===== src/rtl/accel_frame_avg_if.sv =====
// Byte stream in from the SPI receive path and averaged XYZ frame out to the display decoders.
// master drives the bytes and observes results; slave is the averaging block.
interface accel_frame_avg_if;
  logic       byte_valid;
  logic [7:0] byte_data;
  logic [1:0] byte_index;
  logic [7:0] x_avg;
  logic [7:0] y_avg;
  logic [7:0] z_avg;
  logic       avg_valid;

  modport master (
    output byte_valid, byte_data, byte_index,
    input  x_avg, y_avg, z_avg, avg_valid
  );

  modport slave (
    input  byte_valid, byte_data, byte_index,
    output x_avg, y_avg, z_avg, avg_valid
  );
endinterface


===== src/rtl/accel_frame_avg.sv =====
// Assembles X/Y/Z byte triples into frames and averages 2^LOG2_N frames per axis; AVG_ROUND_EN adds round-half-up.
// Last Z byte to avg_valid pulse: 2 cycles; no backpressure, every byte_valid cycle is consumed.
module accel_frame_avg #(
  parameter int LOG2_N = 2
) (
  input  logic             clk,
  input  logic             rst,
  accel_frame_avg_if.slave bus,
  input  logic             err_clr,
  output logic [LOG2_N:0]  frame_cnt,
  output logic             seq_err
);
  localparam int AW = 8 + LOG2_N;
  localparam int SW = AW + 1;
  localparam logic [LOG2_N:0] LAST_CNT = (LOG2_N + 1)'((1 << LOG2_N) - 1);
`ifdef AVG_ROUND_EN
  localparam logic [SW-1:0] RND = SW'((1 << LOG2_N) >> 1);
`else
  localparam logic [SW-1:0] RND = '0;
`endif

  typedef enum logic [1:0] {WAIT_X, WAIT_Y, WAIT_Z, ACCUM} state_t;

  state_t        state;
  logic [7:0]    x_s, y_s, z_s;
  logic [7:0]    pend_x, pend_y, pend_z;
  logic [AW-1:0] acc_x, acc_y, acc_z;
  logic          fin;
  logic          err_set;
  logic          last_frame;
  logic [SW-1:0] sum_x, sum_y, sum_z;
  logic [SW-1:0] shr_x, shr_y, shr_z;
  logic          unused_hi;

  // Sum is one bit wider than the accumulator so the rounding offset can never wrap.
  always_comb begin
    sum_x = SW'($signed(acc_x)) + SW'($signed(x_s)) + RND;
    sum_y = SW'($signed(acc_y)) + SW'($signed(y_s)) + RND;
    sum_z = SW'($signed(acc_z)) + SW'($signed(z_s)) + RND;
    shr_x = $signed(sum_x) >>> LOG2_N;
    shr_y = $signed(sum_y) >>> LOG2_N;
    shr_z = $signed(sum_z) >>> LOG2_N;
  end

  assign unused_hi  = ^{shr_x[SW-1:8], shr_y[SW-1:8], shr_z[SW-1:8]};
  assign last_frame = (frame_cnt == LAST_CNT);

  // ACCUM accepts a byte under the same rules as WAIT_X.
  always_comb begin
    err_set = 1'b0;
    if (bus.byte_valid) begin
      case (state)
        WAIT_Y:  err_set = (bus.byte_index != 2'd1);
        WAIT_Z:  err_set = (bus.byte_index != 2'd2);
        default: err_set = (bus.byte_index != 2'd0);
      endcase
    end
  end

  always_ff @(posedge clk or posedge rst) begin
    if (rst) begin
      state         <= WAIT_X;
      x_s           <= '0;
      y_s           <= '0;
      z_s           <= '0;
      pend_x        <= '0;
      pend_y        <= '0;
      pend_z        <= '0;
      acc_x         <= '0;
      acc_y         <= '0;
      acc_z         <= '0;
      fin           <= 1'b0;
      frame_cnt     <= '0;
      seq_err       <= 1'b0;
      bus.x_avg     <= '0;
      bus.y_avg     <= '0;
      bus.z_avg     <= '0;
      bus.avg_valid <= 1'b0;
    end else begin
      seq_err       <= err_set | (seq_err & ~err_clr);
      bus.avg_valid <= fin;
      fin           <= 1'b0;
      if (fin) begin
        bus.x_avg <= pend_x;
        bus.y_avg <= pend_y;
        bus.z_avg <= pend_z;
      end

      if (state == ACCUM) begin
        if (last_frame) begin
          pend_x    <= shr_x[7:0];
          pend_y    <= shr_y[7:0];
          pend_z    <= shr_z[7:0];
          fin       <= 1'b1;
          acc_x     <= '0;
          acc_y     <= '0;
          acc_z     <= '0;
          frame_cnt <= '0;
        end else begin
          acc_x     <= acc_x + AW'($signed(x_s));
          acc_y     <= acc_y + AW'($signed(y_s));
          acc_z     <= acc_z + AW'($signed(z_s));
          frame_cnt <= frame_cnt + 1'b1;
        end
      end

      case (state)
        WAIT_Y: begin
          if (bus.byte_valid) begin
            case (bus.byte_index)
              2'd0:    x_s <= bus.byte_data;
              2'd1: begin
                y_s   <= bus.byte_data;
                state <= WAIT_Z;
              end
              default: state <= WAIT_X;
            endcase
          end
        end
        WAIT_Z: begin
          if (bus.byte_valid) begin
            case (bus.byte_index)
              2'd0: begin
                x_s   <= bus.byte_data;
                state <= WAIT_Y;
              end
              2'd2: begin
                z_s   <= bus.byte_data;
                state <= ACCUM;
              end
              default: state <= WAIT_X;
            endcase
          end
        end
        default: begin
          state <= WAIT_X;
          if (bus.byte_valid && bus.byte_index == 2'd0) begin
            x_s   <= bus.byte_data;
            state <= WAIT_Y;
          end
        end
      endcase
    end
  end
endmodule


===== src/flat_wrapper.sv =====
// flat-port wrapper written by rule: the top's interface ports become plain ports
module accel_frame_avg_flat 
#(
  parameter int LOG2_N = 2
)
  (clk, rst, err_clr, frame_cnt, seq_err, bus_byte_valid, bus_byte_data, bus_byte_index, bus_x_avg, bus_y_avg, bus_z_avg, bus_avg_valid);
  accel_frame_avg_if bus_i ();
  input  logic clk;
  input  logic rst;
  input  logic err_clr;
  output logic [LOG2_N:0] frame_cnt;
  output logic seq_err;
  input wire logic [$bits(bus_i.byte_valid)-1:0] bus_byte_valid;
  input wire logic [$bits(bus_i.byte_data)-1:0] bus_byte_data;
  input wire logic [$bits(bus_i.byte_index)-1:0] bus_byte_index;
  output wire logic [$bits(bus_i.x_avg)-1:0] bus_x_avg;
  output wire logic [$bits(bus_i.y_avg)-1:0] bus_y_avg;
  output wire logic [$bits(bus_i.z_avg)-1:0] bus_z_avg;
  output wire logic [$bits(bus_i.avg_valid)-1:0] bus_avg_valid;
  assign bus_i.byte_valid = bus_byte_valid;
  assign bus_i.byte_data = bus_byte_data;
  assign bus_i.byte_index = bus_byte_index;
  assign bus_x_avg = bus_i.x_avg;
  assign bus_y_avg = bus_i.y_avg;
  assign bus_z_avg = bus_i.z_avg;
  assign bus_avg_valid = bus_i.avg_valid;
  accel_frame_avg #(.LOG2_N(LOG2_N)) u_core (.clk(clk), .rst(rst), .bus(bus_i), .err_clr(err_clr), .frame_cnt(frame_cnt), .seq_err(seq_err));
endmodule

===== config.mk =====
export PLATFORM = sky130hd
export DESIGN_NAME = accel_frame_avg_flat
export DESIGN_NICKNAME = d
export VERILOG_FILES = /design/src/rtl/accel_frame_avg_if.sv /design/src/rtl/accel_frame_avg.sv /design/src/flat_wrapper.sv
export SDC_FILE = /design/constraint.sdc
export NUM_CORES = 1
export LEC_CHECK = 0
export ABC_CLOCK_PERIOD_IN_PS = 4900
export CAP_MARGIN = 0
export CORE_ASPECT_RATIO = 1.25
export CORE_MARGIN = 2
export CORE_UTILIZATION = 55
export CTS_BUF_LIST = sky130_fd_sc_hd__clkbuf_2
export DETAILED_ROUTE_END_ITERATION = 7
export GPL_TIMING_DRIVEN = 1
export HOLD_SLACK_MARGIN = 0.03
export PLACE_DENSITY_LB_ADDON = 0.3
export SLEW_MARGIN = 20
export SYNTH_ARGS = -nofsm -noshare
export SYNTH_HDL_FRONTEND = slang
export SYNTH_SLANG_ARGS = --single-unit
export TNS_END_PERCENT = 100

===== constraint.sdc =====
create_clock -name clk -period 4.9 [get_ports clk]
set_input_delay 0.98 -clock clk [delete_from_list [all_inputs] [get_ports clk]]
set_output_delay 0.98 -clock clk [all_outputs]
set_load 0.005 [all_outputs]

# After elaboration in Yosys (flattened, before gate mapping)
# Index checks and enable logic that the tools add are counted.
op_classes:
  muxes: 18
  eq_ne: 13
  n_reduce_logical: 10
  n_bitwise: 3
  addsub: 7
ops:
  columns: ["cell", "n"]
  rows:
  - ["8-bit 2-to-1 mux", 4]
  - ["10-bit adder", 3]
  - ["10-bit by 8-bit adder with 10-bit output", 3]
  - ["10-bit 2-to-1 mux", 3]
  - ["2-bit case mux with 2 select lines", 3]
  - ["3-bit AND reduction", 4]
  - ["2-bit inequality test, second input constant", 4]
  - ["2-bit == test, second input constant", 3]
  - ["2-bit by 1-bit inequality test with 1-bit output, second input constant", 3]
  - ["2-bit by 1-bit == test with 1-bit output, second input constant", 2]
  - ["1-bit 2-to-1 mux", 4]
  - ["2-bit 2-to-1 mux", 2]
  - ["2-bit nonzero test", 2]
  - ["3-bit by 1-bit adder with 3-bit output, second input constant", 1]
  - ["3-bit by 2-bit == test with 1-bit output, second input constant", 1]
  - ["3-bit 2-to-1 mux", 1]
  - ["2-bit zero test", 1]
  - ["1-bit case mux with 2 select lines", 1]
  - ["2-bit AND reduction", 1]
  - ["2-bit OR reduction", 1]
  - ["1-bit AND", 1]
  - ["1-bit logical AND", 1]
  - ["1-bit NOT", 1]
  - ["1-bit OR", 1]
totals:
  input_bits: 14
  reg_bits: 110
  output_inout_bits: 29

# Logic depth before layout (Yosys ltp)
logic_depth:
  word_depth: 4
  mapped_depth: 9

# Worst setup path before layout
# Ideal clock, no wire load.
synth_path:
  path_kind: "input-to-reg"
  from: "in bus_byte_index[0]"
  to: "reg u_core.x_s[0]"
  cell_stages: 4
  required_ns: 4.775
  path_slack_ns: 2.776
  arrival_time_ns: 1.999
  cell_sequence: "clkbuf_1 -> nor3b_1 -> clkbuf_1 -> mux2_2"
synth_via:
  elab_chain_cells: 4
  elab_cells_between_ends: 5
synth_rtl:
  columns: ["element", "line_no", "source"]
  rows:
  - ["start: declaration", "flat_wrapper.sv:15", "input wire logic [$bits(bus_i.byte_index)-1:0] bus_byte_index;"]
  - ["2-bit zero test (*)", "accel_frame_avg.sv:110, accel_frame_avg.sv:122, accel_frame_avg.sv:137", null]
  - ["1-bit logical AND", "accel_frame_avg.sv:137", "if (bus.byte_valid && bus.byte_index == 2'd0) begin"]
  - ["2-bit nonzero test (no line)", null, null]
  - ["3-bit AND reduction (no line) (*)", null, null]
  - ["end signal: assignment", "accel_frame_avg.sv:111", "2'd0: x_s <= bus.byte_data;"]
  - ["end signal: assignment", "accel_frame_avg.sv:124", "x_s <= bus.byte_data;"]
  - ["end signal: assignment", "accel_frame_avg.sv:138", "x_s <= bus.byte_data;"]
  - ["end: declaration", "accel_frame_avg.sv:25", "logic [7:0] x_s, y_s, z_s;"]
# Mark *: on every way between the ends. The rest lies on a longest branch, timed or not.
# A chain may end at the register's enable or synchronous reset.

# Worst setup path in the final report
layout_path:
  from: "reg u_core.frame_cnt[0]"
  to: "out frame_cnt[0]"
layout_lines:
  columns: ["element", "line_no", "source"]
  rows:
  - ["start: declaration", "accel_frame_avg.sv:10", "output logic [LOG2_N:0] frame_cnt,"]
  - ["start signal: assignment", "accel_frame_avg.sv:103", "frame_cnt <= frame_cnt + 1'b1;"]
  - ["end: declaration", "flat_wrapper.sv:11", "output logic [LOG2_N:0] frame_cnt;"]
# No word-level cell between the ends.

==> run metrics <==
Gate power share=22.8%; Mapped Nets=529; first-pass GRT wire length=17.1 mm; Top FF cell, synth=dfrtp_1; cts bufs inserted=9; Switch Pwr=0.000591 W; number of synthesized flops with an enable pin=0; mean post-synth cell area=11.2 sq um; Root Buffer=clkbuf_2; hold buffers post-CTS=0; layout cells sized above 1=around 15%; Post-CTS Setup Inserts=0; Worst-Skew Late Latency=~0.60 ns; antenna cells=0; Tot GR Track Use=between 20 and 25%; chip width=92.5 microns; CP Cell Sequence=clkdlybuf4s50_1; Worst path top cell family by delay=buffers and inverters; Starting Density=56.3%; register area share after synthesis=51.1%; vias in the first global route=3662; TritonRoute pass-1 iters=4; most common cell in the synthesized netlist=dfrtp_1; Residual DRC=0; CP max stage delay=approximately 0.52 ns; Slew Viols, Final=0; core footprint=0.00956 sq mm; period utilization=51.7%; Slew @ Worst Pin=0.930 ns; Net count, final=between 500 and 600; Syn Inst Count=481; crit path max-delay cell type=clkdlybuf4s50_1; crit path DAT=1.55 ns; GP Congestion=0.929; Routed WL per cell=around 15 microns; RSZ-0062 raised after global routing=no; post-synth cell types=51; CTS clk-pin slew, worst paths=0.25 ns; count of buffers from port buffering=42; DRT antenna net count=0; Fmax=slightly below 400 MHz; synth warn=0; CTS tree=done; post-route cell area=0.00609 sq mm; I/O pins=43; critical path class=flip-flop to output port; Placement Cell Area=0.00595 sq mm; Slew Limit Headroom=around two fifths; Max clock buf depth=2; Synth area leader=dfrtp_1; P_int=0.00135 W; leak pwr=2.83 nW; Hold Path Class=flip-flop to flip-flop; fraction of registers with async set/reset=100%; number of clock sinks=110; TNS Setup=0 ns; fillcell total=739; post_cts resized=0; initial antenna violation count=0; synthesis-to-layout area growth=13.0%; Via density=5.58; utilization after layout=63.7%; CTS H-Tree Depth=3; Synth Register Bits=110; max cap viols=0; full die area=0.0106 sq mm; Critical path buffers and inverters=1; PwrDens=319 mW/mm^2; Rows=40; Worst Path Max Fanout=3; sequential share of power=53.5%; Final Setup Violations=0; die height=115 microns; Clock Power Share=23.6%; peak supply drop=0.210 mV; Tmin final=between 2 and 3 ns; pin count of the biggest net entering global routing=52; Iteration-0 DRC Markers=roughly 160; Register Area=0.00275 sq mm; status=finished, final reports clean; Worst setup SP type=flip-flop; WP data required=3.92 ns; total vias in the final route=between 3000 and 4000; Clock Skews=0.0163 ns; Synth Cell Area=between 0.005 and 0.006 sq mm; Yosys top cell area share=51.1%; crit path capture type=output port; reg2reg setup slack=roughly 2.5 ns; final hold vios=0; DP Wirelength=7.36 mm; largest cells by area after synthesis=dfrtp_1 (51%), mux2_2 (10%), ha_1 (7.2%); synth cell count leaders=dfrtp_1 (110), mux2_2 (49), inv_1 (47), o21ai_0 (33), nand2_1 (32); Post-Route WL=10.0 mm; sw frac=30.4%; area of the multi-input gates=0.00240 sq mm; GRT Residual Overflow=0
[flip-flops by register name, indices dropped and copies added, names as in the netlist, 2 cells and up]
signal,count
u_core.bus.z_avg,8
u_core.bus.x_avg,8
u_core.x_s,8
u_core.bus.y_avg,8
u_core.pend_z,8
u_core.acc_y,10
u_core.frame_cnt,3
u_core.acc_z,10
u_core.state,2
u_core.z_s,8
u_core.pend_y,8
u_core.acc_x,10
u_core.y_s,8
u_core.pend_x,8
[final cells by class]
class	count	area share [%]
multi-input cells	307	39.4
flip-flops and latches	110	45.2
clock buffers	10	0.822
clock inverters	6	1.40
well taps	126	2.59
repair buffers	48	7.65
inverters	47	2.94
[through the flow]
step                worst slack [ns]  instances  total power [W]  hold WS, ns
global route                    2.26        654          0.00206        0.543
detailed placement              2.33        638          0.00150        0.469
finish                          2.37        654          0.00194        0.515
floorplan                       1.02        481          0.00138        0.352
CTS                             2.32        654          0.00195        0.522
global placement                2.39        638          0.00147        0.461
[metal layers]
metal | GRT usage [%] | vias to the layer above | part of all wire (%)
li1 | - | 1791 | -
met1 | 27.1 | 1767 | 46
met2 | 33.1 | 76 | 48
met3 | 4.61 | 15 | 3.6
met4 | 7.86 | 0 | 2.2
met5 | 0 | - | 0
[layout by cell type, fill, tap and decap left out, drive strengths merged, types with 3 or more instances in the layout]
cell,n
ha,31
buf,6
clkbuf,10
nor3b,3
nor2,8
a21oi,22
clkdlybuf4s50,42
o22ai,22
o21a,6
nor2b,4
o21bai,4
inv,48
a31oi,3
o31ai,4
nand2,32
a211oi,3
a21o,8
dfrtp,110
xor2,13
nand4,3
nor3,9
fa,3
o21ai,38
xnor2,10
mux2,49
[final timing paths]
check,startpoint,to,cells past startpoint
min in group asynchronous,rst,u_core.pend_x[5]$_DFFE_PP0P_,2
worst min-delay path,u_core.pend_x[4]$_DFFE_PP0P_,u_core.pend_x[4]$_DFFE_PP0P_,2
worst max-delay path,u_core.frame_cnt[0]$_DFFE_PP0P_,frame_cnt[0],1
worst min register to register,u_core.pend_x[4]$_DFFE_PP0P_,u_core.pend_x[4]$_DFFE_PP0P_,2
worst max register to register,u_core.acc_z[0]$_DFFE_PP0P_,u_core.pend_z[6]$_DFFE_PP0P_,8
max in group asynchronous,rst,u_core.acc_z[6]$_DFFE_PP0P_,3
[logic make-up after synthesis]
kind of cell    Yosys count  synth area share (%)
fa+ha+maj                34                  8.32
xor+xnor                 23                  3.74
compound gates          122                  14.4
flops                   110                  51.1
simple gates             77                  7.36
mux                      51                  10.6
buf+inv                  64                  4.46
[power groups by stage]
stage / registers, W / logic [W] / clock network (W)
floorplan: 0.00104 / 0.000341 / 0
global placement: 0.00105 / 0.000418 / 0
detailed placement: 0.00106 / 0.000441 / 0
CTS: 0.00104 / 0.000443 / 0.000469
global route: 0.00105 / 0.000498 / 0.000512
finish: 0.00104 / 0.000444 / 0.000459
No activity file was read; power rests on OpenSTA's default activity.
